`src/rtl/fmap_raster_streamer.sv`:
```
// fmap_raster_streamer: reads an int8 feature map from 1-cycle-latency SRAM
// and streams it in raster order over valid/ready, through a 2-entry FIFO
// that absorbs the read latency and downstream backpressure.
// Optional build macro FMAP_STREAM_SIDEBAND_EN adds sof/eol/eof outputs that
// travel through the FIFO alongside each pixel.
//
// state | meaning
// IDLE  | waiting for start; zero-sized frames pulse done without reading
// RUN   | issuing SRAM reads whenever the FIFO can absorb the result
// DRAIN | all reads issued; waiting for the last pixel to be accepted
module fmap_raster_streamer #(
    parameter int ADDR_W     = 16,
    parameter int FIFO_DEPTH = 2
) (
    input  logic                clk,
    input  logic                rst_n,
    input  logic                start,
    input  logic                abort,
    input  logic [ADDR_W-1:0]   base_addr,
    input  logic [7:0]          img_width,
    input  logic [7:0]          img_height,
    output logic                mem_rd_en,
    output logic [ADDR_W-1:0]   mem_addr,
    input  logic signed [7:0]   mem_rd_data,
    output logic                valid_out,
    input  logic                ready_in,
    output logic signed [7:0]   data_out,
    output logic                busy,
    output logic                done
`ifdef FMAP_STREAM_SIDEBAND_EN
    ,
    output logic                sof,
    output logic                eol,
    output logic                eof
`endif
);

    localparam int CNT_W = $clog2(FIFO_DEPTH + 1);
    localparam int PTR_W = (FIFO_DEPTH > 1) ? $clog2(FIFO_DEPTH) : 1;
`ifdef FMAP_STREAM_SIDEBAND_EN
    localparam int ENT_W = 11;
`else
    localparam int ENT_W = 8;
`endif

    typedef enum logic [1:0] {IDLE, RUN, DRAIN} state_t;

    state_t             state;
    logic [ADDR_W-1:0]  base_r;
    logic [15:0]        total_r;
    logic [15:0]        idx;
    logic               rd_pending;
    logic [ENT_W-1:0]   fifo_mem [FIFO_DEPTH];
    logic [PTR_W-1:0]   wr_ptr;
    logic [PTR_W-1:0]   rd_ptr;
    logic [CNT_W-1:0]   fifo_cnt;
    logic [ENT_W-1:0]   push_ent;
    logic [ENT_W-1:0]   head;
    logic               pop;
    logic               room_ok;
    logic               last_issue;
    logic               dims_ok;
    logic               drain_done;

    assign valid_out  = (fifo_cnt != '0);
    assign pop        = valid_out & ready_in;
    // Occupancy after this cycle (FIFO + landing read - pop) must leave room
    // for one more read; written as a sum compare to avoid underflow.
    assign room_ok    = ({1'b0, fifo_cnt} + {{CNT_W{1'b0}}, rd_pending})
                        <= ({{CNT_W{1'b0}}, 1'b1} + {{CNT_W{1'b0}}, pop});
    assign mem_rd_en  = (state == RUN) && room_ok && !abort;
    assign mem_addr   = base_r + ADDR_W'(idx);
    assign last_issue = (idx == total_r - 16'd1);
    assign dims_ok    = (img_width != 8'd0) && (img_height != 8'd0);
    assign drain_done = !rd_pending && (fifo_cnt == {{(CNT_W-1){1'b0}}, pop});
    assign head       = fifo_mem[rd_ptr];
    assign data_out   = head[7:0];

    // Frame sequencing: latch geometry, walk the read index, raise done/busy.
    always_ff @(posedge clk or negedge rst_n) begin
        if (!rst_n) begin
            state      <= IDLE;
            base_r     <= '0;
            total_r    <= '0;
            idx        <= '0;
            rd_pending <= 1'b0;
            busy       <= 1'b0;
            done       <= 1'b0;
        end else if (abort) begin
            state      <= IDLE;
            rd_pending <= 1'b0;
            busy       <= 1'b0;
            done       <= 1'b0;
        end else begin
            done       <= 1'b0;
            rd_pending <= mem_rd_en;
            case (state)
                IDLE: begin
                    if (start) begin
                        if (dims_ok) begin
                            base_r  <= base_addr;
                            total_r <= 16'(img_width) * 16'(img_height);
                            idx     <= '0;
                            busy    <= 1'b1;
                            state   <= RUN;
                        end else begin
                            done    <= 1'b1;
                        end
                    end
                end
                RUN: begin
                    if (mem_rd_en) begin
                        idx <= idx + 16'd1;
                        if (last_issue) begin
                            state <= DRAIN;
                        end
                    end
                end
                DRAIN: begin
                    if (drain_done) begin
                        state <= IDLE;
                        busy  <= 1'b0;
                        done  <= 1'b1;
                    end
                end
                default: state <= IDLE;
            endcase
        end
    end

    // Output FIFO: read data lands the cycle after the strobe; abort flushes.
    always_ff @(posedge clk or negedge rst_n) begin
        if (!rst_n) begin
            wr_ptr   <= '0;
            rd_ptr   <= '0;
            fifo_cnt <= '0;
            for (int i = 0; i < FIFO_DEPTH; i++) begin
                fifo_mem[i] <= '0;
            end
        end else if (abort) begin
            wr_ptr   <= '0;
            rd_ptr   <= '0;
            fifo_cnt <= '0;
        end else begin
            if (rd_pending) begin
                fifo_mem[wr_ptr] <= push_ent;
                wr_ptr           <= wr_ptr + PTR_W'(1);
            end
            if (pop) begin
                rd_ptr <= rd_ptr + PTR_W'(1);
            end
            if (rd_pending && !pop) begin
                fifo_cnt <= fifo_cnt + CNT_W'(1);
            end else if (!rd_pending && pop) begin
                fifo_cnt <= fifo_cnt - CNT_W'(1);
            end
        end
    end

`ifdef FMAP_STREAM_SIDEBAND_EN
    logic [7:0] w_r;
    logic [7:0] col;
    logic [2:0] side_now;
    logic [2:0] side_pend;

    assign side_now = {idx == 16'd0, col == w_r - 8'd1, last_issue};

    // Position flags are computed at read issue and follow the data one cycle later.
    always_ff @(posedge clk or negedge rst_n) begin
        if (!rst_n) begin
            w_r       <= '0;
            col       <= '0;
            side_pend <= '0;
        end else begin
            if (state == IDLE && start && !abort) begin
                w_r <= img_width;
                col <= '0;
            end else if (mem_rd_en) begin
                col <= (col == w_r - 8'd1) ? 8'd0 : col + 8'd1;
            end
            if (mem_rd_en) begin
                side_pend <= side_now;
            end
        end
    end

    assign push_ent        = {side_pend, mem_rd_data};
    assign {sof, eol, eof} = head[10:8];
`else
    assign push_ent = mem_rd_data;
`endif

endmodule
```
`config.mk`:
```
export PLATFORM = sky130hd
export DESIGN_NAME = fmap_raster_streamer
export DESIGN_NICKNAME = d
export VERILOG_FILES = /design/src/rtl/fmap_raster_streamer.sv
export SDC_FILE = /design/constraint.sdc
export NUM_CORES = 1
export LEC_CHECK = 0
export ABC_AREA = 1
export BUFFER_PORTS_ARGS = -buffer_cell sky130_fd_sc_hd__buf_2
export CORE_MARGIN = 1.5
export CORE_UTILIZATION = 60
export DETAILED_ROUTE_END_ITERATION = 8
export PLACE_DENSITY = 0.92
export SLEW_MARGIN = 10
export SYNTH_ARGS = -nofsm -noshare
export SYNTH_HDL_FRONTEND = slang
export SYNTH_SLANG_ARGS = --single-unit
```
`constraint.sdc`:
```
create_clock -name clk -period 3.3 [get_ports clk]
set_input_delay 0.33 -clock clk [delete_from_list [all_inputs] [get_ports clk]]
set_output_delay 0.33 -clock clk [all_outputs]
set_load 0.05 [all_outputs]
```
==> results of run 1 <==
critical path, stage by stage:
cell     delay [ns]
buf_12         0.12
nand2_4        0.06
inv_2          0.04
fa_1           0.57
fa_1           0.43
fa_1           0.49
inv_1          0.05
fa_1           0.49
inv_2          0.04
ha_4           0.25
a21oi_4        0.21
buf_6          0.12
o21ai_2        0.04
nand2_1        0.09
nand3_2        0.11
nand2_1        0.09
inv_2          0.06
o31ai_4        0.20
timing repair:
| action | 4_1_cts | 5_1_grt |
|---|---|---|
| hold buffers | 0 | 0 |
| pin swaps | 24 | 36 |
| buffers inserted | 0 | 2 |
| gates cloned | 0 | 0 |
| endpoints found under the setup margin | 10 | 10 |
| gates resized for setup | 67 | 51 |
cell families (layout without fill, tap and decap cells):
group | count (synthesis) | count (layout) | synth area share (%)
XOR/XNOR | 48 | 48 | 5.76
adder cells (fa/ha/maj) | 94 | 94 | 20.0
flip-flops | 73 | 73 | 25.0
buffers and inverters | 220 | 334 | 12.4
AO/OA/AOI/OAI | 114 | 114 | 8.85
AND/OR/NAND/NOR | 480 | 480 | 27.9
report_power, final:
group / switching (mW) / internal [mW] / total (mW) / leakage (nW)
Sequential: 0.225 / 1.11 / 1.34 / 0.950
Combinational: 2.35 / 1.47 / 3.82 / 3.93
Clock: 0.381 / 0.855 / 1.24 / 0.186
Total: 2.96 / 3.44 / 6.39 / 5.07
metrics by stage:
stage | setup WS [ns] | instances | util, % | power, mW | hold WS, ns
2_1_floorplan | -0.387 | 1029 | - | 3.68 | 0.0344
3_3_place_gp | -0.533 | 1272 | 68.9 | 4.45 | 0.389
3_5_place_dp | -0.615 | 1272 | 68.9 | 4.57 | 0.392
4_1_cts | -0.151 | 1288 | 73.9 | 6.01 | 0.0366
5_1_grt | -0.363 | 1290 | 75.7 | 6.80 | 0.0458
6_report | -0.262 | 1290 | 75.7 | 6.39 | 0.00701
synth_stat cells (2+ instances only):
master     number
nand3b_1        2
nor2_2          3
nand2_4         3
a211oi_1        2
o31ai_1         9
buf_4          13
and2_4          2
buf_2           9
nor3_1         12
o21ai_0        48
xnor2_1        14
clkbuf_1        4
nand4_1        15
buf_6           2
nand2_1       317
nand3_1        39
ha_1           56
inv_2           9
o2111ai_1       2
nor2_1         70
a21oi_1        35
o21ai_1        12
nand2_2         5
or2_2           3
inv_1         181
fa_1           38
dfrtp_1        73
xor2_1         34
area by class of cell:
type | count | area, µm²
fillers | 798 | 2900
well taps | 147 | 184
clock inverters | 5 | 125
inverters | 192 | 723
repair buffers | 126 | 917
clock buffers | 11 | 253
flip-flops and latches | 73 | 1830
multi-input cells | 736 | 4980
per-layer routing:
| layer | part of all wire, % | global-route usage (%) |
|---|---|---|
| met5 | 0 | 0 |
| met4 | 5.8 | 15.4 |
| met3 | 6.1 | 4.87 |
| met2 | 51 | 52.9 |
| met1 | 37 | 34.6 |
how the worst max path moves through the flow:
| stage | startpoint | endpoint | slack, ns |
|---|---|---|---|
| 6_report | img_height[4] | total_r[15] | -0.26 |
| 3_3_place_gp | img_width[2] | total_r[14] | -0.53 |
| 4_1_cts | img_height[2] | total_r[13] | -0.15 |
| 2_1_floorplan | img_height[5] | total_r[14] | -0.39 |
| 5_1_grt | img_height[2] | total_r[14] | -0.36 |
| 3_5_place_dp | img_height[2] | total_r[14] | -0.62 |
state kept, by name, indices dropped and copies added, names as in the netlist, 2 cells and up:
signal,cells
base_r,16
fifo_cnt,2
fifo_mem,16
idx,16
state,2
total_r,16
==> out/metrics.csv, run 1 <==
metric;value;unit
syn_area;7290;µm²
avgSynthCellArea;7.09;µm²
ys.flop_type;dfrtp_1;
start_util;61.2;%
hold_viol_final;0;
period_needed;3.56;ns
max_freq;0.281;GHz
area_growth;23.5;%
r2r_end;idx[2];
post-route-drc-count;0;
critPathCaptureType;flip-flop;
synth_top_cells_by_area;dfrtp_1, nand2_1, fa_1;
run_status;complete, but fails checks;
r2r_cells;15;
async_flop_share;100;%
grt_pass1_wl;30300;µm
die_h;113;µm
avgViaCountPerCell;5.52;
final_area;9010;µm²
clockRootBuffer;clkbuf_16;
clk_path_buf_depth;2;
crit_required;3.54;ns
maxSlewViolCount;0;
grt-ovfl-total;0;
worstHoldPathType;primary input to asynchronous set/reset pin;
die_area;12800;µm²
rsz0062_at_grt;yes;
yosys.area.top_type_share;25.0;%
setup_ws;-0.262;ns
ys_warn_count;0;
post-synth-top-area-cell;dfrtp_1;
cap_violations;0;
syn-num-nets;1168;
grt_max_degree;74;
ioPinCount;73;
core.rowCount;40;
worst_pin_slew;0.646;ns
clock_latency;0.34;ns
gp_congestion;0.930;
cp_data_arrival_time;3.81;ns
ys_seq_area_share;25.0;%
fin_tns_setup;-1.66;ns
p_leak;5.07;nW
cellPowerDensity;709;nW/µm²
core;11900;µm²
violations;negative setup slack;
dp_hpwl;13400;µm
skew;0.00706;ns
h-tree-depth;3;
relSlewSlack;56.9;%
ant_nets;0;
finalCritPeriodShare;108;%
dr.pass1.iters;6;
layout_commonest_cell;nand2_1;
cts-buffers-inserted;9;
routed_wl;20000;µm
crit_fanout;8;
postSynthCellCount;1029;
netlist-cell-type-count;45;
synth.ff_latch_count;73;
grt_pass1_vias;6696;
drive_gt1_share;22.9;%
placed_area;8210;µm²
layout_common_cells;nand2_1, inv_1, dfrtp_1;
ir_worst_vdd;0.000375;V
portBuffers;72;
clk_pin_slew;0.06;ns
die_x;113;µm
crit_path_start_kind;primary input;
antenna-diode-count;0;
grt_usage;29.7;%
clock_sinks;73;
r2r_setup_slack;0.66;ns
synth_edf_count;0;
wl_per_cell;15.5;µm
cts_tree;done;
dr_total_vias;7118;
grt_antenna_before_repair;0;
critPathKind;primary input to flip-flop;
setup_viol;10;
nets;1277;
drt_iter0_markers;569;
r2r_start;fifo_cnt[1];
(Power assumes the default switching activity.)
==> inputs of run 2 (changes only) <==
--- a/config.mk
+++ b/config.mk
@@ -11,6 +11,7 @@
 export CORE_UTILIZATION = 60
 export DETAILED_ROUTE_END_ITERATION = 8
 export PLACE_DENSITY = 0.92
+export SKIP_LAST_GASP = 1
 export SLEW_MARGIN = 10
 export SYNTH_ARGS = -nofsm -noshare
 export SYNTH_HDL_FRONTEND = slang
==> run 2 against run 1 <==
Effect of this change:
- the run still ends with negative setup slack left
- combinational power fell by 4%
- critical path depth fell by 1
- first-iteration DRC count fell by 19%
- sequential power barely moved
- cell count rose by 0.39%
- fmax fell by 4.0%
- wire length fell by 1.1%
- utilization fell by 0.57 points
- clock power barely moved
- worst setup slack got worse by 0.15 ns
- non-clock buffer count rose by 5
- global-route usage fell by 0.29 points
- critical path type unchanged
- highest routed layer unchanged
==> out/metrics.csv, run 2 (same netlist as run 1, synthesis figures left out) <==
metric;value;unit;change
run_status;complete, but fails checks;;
violations;negative setup slack;;
skew;0.00549;ns;-0.00157 ns
wl_per_cell;15.3;µm;-1.5%
setup_ws;-0.410;ns;-0.148 ns
dr_total_vias;7031;;-1.2%
hold_viol_final;0;;unchanged
drt_iter0_markers;461;;-19%
worstSetupPathDepth;17;;-1
grt_pass1_vias;6667;;-0.43%
clk_pin_slew;0.06;ns;about the same
cts-buffers-inserted;9;;unchanged
worst_pin_slew;0.624;ns;-0.0215 ns
fillers;807;;+1.1%
crit_chain;buf_8, nand2_4, inv_2, fa_1, fa_1, fa_1, inv_1, fa_1, inv_2, ha_4, a21oi_4, buf_4, o21ai_1, nand2_1, nand3_2, nor2_1, o31ai_2;;
finalCritPeriodShare;112;%;+4.5 points
ir_worst_vdd;0.000346;V;-7.9%
r2r_cells;15;;unchanged
worst-path-buf-inv;5;;-1
cts_hold_buf;0;;unchanged
setup_viol;9;;-1
core;11900;µm²;unchanged
worst_path_max_delay_cell;fa_1;;
worstHoldPathType;primary input to asynchronous set/reset pin;;
period_needed;3.71;ns;+0.148 ns
fin_tns_setup;-2.33;ns;-0.672 ns
die_h;113;µm;unchanged
maxSlewViolCount;0;;unchanged
r2r_start;fifo_cnt[1];;
critPathCaptureType;flip-flop;;
rsz0062_at_grt;yes;;
cp_slowest_stage_delay;0.57;ns;about the same
clockRootBuffer;clkbuf_16;;
cellPowerDensity;696;nW/µm²;-1.9%
crit_path_start_kind;primary input;;
placed_area;8210;µm²;unchanged
grt_pass1_wl;30100;µm;-0.86%
post-route-drc-count;0;;unchanged
nets;1282;;+0.39%
cap_violations;0;;unchanged
crit_required;3.54;ns;about the same
antenna-diode-count;0;;unchanged
clock_sinks;73;;unchanged
layout_common_cells;nand2_1, inv_1, dfrtp_1;;
relSlewSlack;58.3;%;+1.4 points
cpMostUsedCell;fa_1;;
dp_hpwl;13400;µm;unchanged
cp_data_arrival_time;3.95;ns;+0.14 ns
critPathTopFamily;adder cells;;
grt_antenna_before_repair;0;;unchanged
p_total;6.22;mW;-2.7%
max_freq;0.270;GHz;-4.0%
dr.pass1.iters;6;;unchanged
die_x;113;µm;unchanged
ioPinCount;73;;unchanged
p_leak;5.06;nW;-0.23%
portBuffers;72;;unchanged
avgViaCountPerCell;5.43;;-1.6%
cts_tree;done;;
die_area;12800;µm²;unchanged
clock_latency;0.34;ns;about the same
endpoint;total_r[15];;
core.rowCount;40;;unchanged
gp_congestion;0.930;;unchanged
layout_commonest_cell;nand2_1;;
critPathKind;primary input to flip-flop;;
h-tree-depth;3;;unchanged
area_growth;22.6;%;
r2r_end;idx[2];;
grt_max_degree;74;;unchanged
clk_path_buf_depth;2;;unchanged
crit_start;img_width[6];;
grt_usage;29.4;%;-0.29 points
drive_gt1_share;22.3;%;-0.62 points
final_area;8940;µm²;-0.75%
start_util;61.2;%;unchanged
ant_nets;0;;unchanged
grt-ovfl-total;0;;unchanged
routed_wl;19800;µm;-1.1%
r2r_setup_slack;0.66;ns;about the same
crit_fanout;5;;-3
==> run 2: power by group <==
part           internal (mW)  switching [mW]  total [mW]
combinational           1.41            2.24        3.65
clock                  0.855           0.379        1.23
sequential              1.11           0.225        1.34
total                   3.38            2.84        6.22
==> run 2: worst min path at each step <==
stage | depth (start not counted) | startpoint | slack (ns) | endpoint
after CTS | 2 | rst_n | 0.04 | fifo_cnt[1]
final | 2 | rst_n | 0.008 | fifo_mem[12]
after floorplan | 0 | rst_n | 0.03 | base_r[0]
after detailed placement | 2 | rst_n | 0.39 | fifo_mem[12]
after global routing | 2 | rst_n | 0.05 | fifo_mem[12]
after global placement | 2 | rst_n | 0.39 | fifo_mem[12]
==> run 2: metrics by stage <==
| step | hold slack [ns] | cells | util (%) | setup WS (ns) |
|---|---|---|---|---|
| detailed placement | 0.392 | 1272 | 68.9 | -0.615 |
| finish | 0.00830 | 1295 | 75.1 | -0.410 |
| floorplan | 0.0344 | 1029 | - | -0.387 |
| global placement | 0.389 | 1272 | 68.9 | -0.533 |
| global route | 0.0499 | 1295 | 75.1 | -0.472 |
| CTS | 0.0366 | 1288 | 73.7 | -0.169 |
==> run 2: what timing repair did <==
item / CTS / global route
resized for setup: 62 / 36
endpoints found under the setup margin: 10 / 11
pin swaps: 23 / 19
gates cloned: 0 / 0
setup buffers: 0 / 8
endpoints found under the hold margin: 0 / 0
==> run 2: layout make-up <==
class | count | area [µm²] | share of cell area, %
clock buffer | 11 | 253 | 2.83
clock inverter | 5 | 125 | 1.40
inverter | 192 | 723 | 8.09
multi-input combinational | 736 | 4870 | 54.5
sequential | 73 | 1830 | 20.4
tap | 147 | 184 | 2.06
timing repair buffer | 131 | 957 | 10.7
==> run 2: per-layer routing <==
metal  vias to the layer above  routed length (µm)  GRT usage [%]
met5                         -                   0              0
met2                       276               10200           53.0
li1                       3400                   -              -
met1                      3258                7500           34.2
met4                         0                 996           14.3
met3                        97                1090           4.61
==> run 2: worst register-to-register path: cells and delay by family (launching register included) <==
kind	cells	cell delay [ns]
AOI/OAI and AO/OA	2	0.46
and+or+nand+nor	8	0.76
adders and majority gates	1	0.50
DFF	1	0.40
buffers and inverters	4	0.46
==> inputs of run 3 (changes only) <==
--- a/config.mk
+++ b/config.mk
@@ -11,6 +11,7 @@
 export CORE_UTILIZATION = 60
 export DETAILED_ROUTE_END_ITERATION = 8
 export PLACE_DENSITY = 0.92
+export RECOVER_POWER = 50
 export SKIP_LAST_GASP = 1
 export SLEW_MARGIN = 10
 export SYNTH_ARGS = -nofsm -noshare
==> run 3 against run 2 <==
Effect of this change:
- the flow finishes with violations (max-capacitance violations, max-slew violations, negative setup slack)
- fmax about the same
- final area down 0.22%
- sequential cell count unchanged
- clock power about the same
==> out/metrics.csv, run 3 (same netlist as run 1, synthesis figures left out) <==
metric;value;unit;change
die_x;113;µm;unchanged
post-route-drc-count;0;;unchanged
drt_iter0_markers;463;;+0.43%
cpMostUsedCell;fa_1;;
avgViaCountPerCell;5.43;;unchanged
cp_data_arrival_time;3.95;ns;about the same
area_growth;22.3;%;
skew;0.00517;ns;-0.000319 ns
grt_max_degree;74;;unchanged
ir_worst_vdd;0.000346;V;about the same
grt_usage;29.4;%;unchanged
p_clk_share;19.9;%;about the same
antenna-diode-count;0;;unchanged
grt_pass1_wl;30100;µm;unchanged
cts_tree;done;;
core;11900;µm²;unchanged
worstHoldPathType;primary input to flip-flop;;
h-tree-depth;3;;unchanged
netSwitchingPower;2.84;mW;about the same
start_util;61.2;%;unchanged
crit_fanout;5;;unchanged
dp_hpwl;13400;µm;unchanged
layout_commonest_cell;nand2_1;;
p_leak;5.05;nW;-0.27%
period_needed;3.71;ns;+0.0000950 ns
hold_viol_final;0;;unchanged
pwr-share-comb;58.6;%;about the same
pre_cts_slack;-0.615;ns;unchanged
nets;1282;;unchanged
rsz0062_at_grt;yes;;
hp-start;base_addr[11];;
portBuffers;72;;unchanged
die_area;12800;µm²;unchanged
maxSlewViolCount;74;;+74
p_total;6.22;mW;about the same
die_h;113;µm;unchanged
crit_chain;buf_8, nand2_4, inv_2, fa_1, fa_1, fa_1, inv_1, fa_1, inv_2, ha_4, a21oi_4, buf_4, o21ai_1, nand2_1, nand3_2, nor2_1, o31ai_2;;
sequentialPowerShare;21.5;%;about the same
cp_slowest_stage_delay;0.57;ns;about the same
cellPowerDensity;697;nW/µm²;+0.21%
grt_antenna_before_repair;0;;unchanged
drive_gt1_share;22.0;%;-0.26 points
clock_sinks;73;;unchanged
ant_nets;0;;unchanged
p_int;3.38;mW;about the same
clk_path_buf_depth;2;;unchanged
dr_total_vias;7031;;unchanged
layout_common_cells;nand2_1, inv_1, dfrtp_1;;
relSlewSlack;-23.0;%;-81 points
run_status;complete, but fails checks;;
violations;max-capacitance violations, max-slew violations, negative setup slack;;
ioPinCount;73;;unchanged
worst_pin_slew;1.85;ns;+1.22 ns
finalCritPeriodShare;112;%;about the same
max_freq;0.270;GHz;about the same
critPathKind;primary input to flip-flop;;
clockRootBuffer;clkbuf_16;;
grt_pass1_vias;6667;;unchanged
worst_path_max_delay_cell;fa_1;;
clock_latency;0.35;ns;about the same
fillers;811;;+0.50%
clk_pin_slew;0.06;ns;about the same
crit_path_start_kind;primary input;;
switching_share;45.7;%;about the same
r2r_start;fifo_cnt[1];;
setup_ws;-0.410;ns;-0.0000950 ns
grt-ovfl-total;0;;unchanged
routed_wl;19800;µm;about the same
cts_hold_buf;0;;unchanged
crit_start;img_width[6];;
crit_required;3.54;ns;about the same
setup_viol;9;;unchanged
placed_area;8210;µm²;unchanged
wl_per_cell;15.3;µm;about the same
cap_violations;1;;+1
critPathCaptureType;flip-flop;;
core.rowCount;40;;unchanged
gp_congestion;0.930;;unchanged
dr.pass1.iters;7;;+1
cts-buffers-inserted;9;;unchanged
final_area;8920;µm²;-0.22%
## run 3: final cells by class
cell class | count | area [µm²] | share of cell area (%)
multi-input cells | 736 | 4870 | 54.6
flip-flops and latches | 73 | 1830 | 20.5
repair buffers | 131 | 940 | 10.5
inverters | 192 | 723 | 8.10
clock buffers | 11 | 253 | 2.83
well taps | 147 | 184 | 2.06
clock inverters | 5 | 125 | 1.40
## run 3: metrics by stage
stage                     std cells  util [%]  hold slack, ns  setup TNS, ns
after floorplan                1029         -          0.0344          -2.29
after global placement         1272      68.9           0.389          -4.63
after detailed placement       1272      68.9           0.392          -5.51
after CTS                      1288      73.7          0.0366         -0.891
after global routing           1295      74.9           0.204          -3.12
final                          1295      74.9           0.189          -2.32
## run 3: timing repair
action                     in CTS  in global routing
setup buffers                   0                  8
resized for setup              62                 36
setup endpoints to repair      10                 11
pin swaps                      23                 19
## run 3: worst max-delay path, delay by kind of cell
| family | cells | cell delay [ns] |
|---|---|---|
| AOI/OAI and AO/OA | 3 | 0.48 |
| adders and majority gates | 5 | 2.41 |
| buffers and inverters | 5 | 0.42 |
| and+or+nand+nor | 4 | 0.31 |
## run 3: final timing paths
kind	to	slack, ns	cells after the start
worst min register to register	base_r[13]	0.48	2
max in group asynchronous	base_r[1]	1.64	2
min in group asynchronous	fifo_mem[12]	0.57	2
worst max register to register	idx[2]	0.66	15
worst min-delay path	base_r[11]	0.19	3
worst max-delay path	total_r[15]	-0.41	17
## run 3: power by group through the flow
stage	clock, mW	sequential, mW	combinational [mW]
after floorplan	0	1.28	2.41
after global placement	0	1.33	3.12
after detailed placement	0	1.34	3.23
after CTS	1.23	1.33	3.41
after global routing	1.28	1.36	3.97
final	1.23	1.34	3.65
## run 3: per-layer routing
metal,vias to the layer above,global-route usage (%),routed length [µm]
met1,3255,34.2,7470
met3,89,4.61,1120
met2,282,53.0,10300
met5,-,0,0
li1,3405,-,-
met4,0,14.3,925
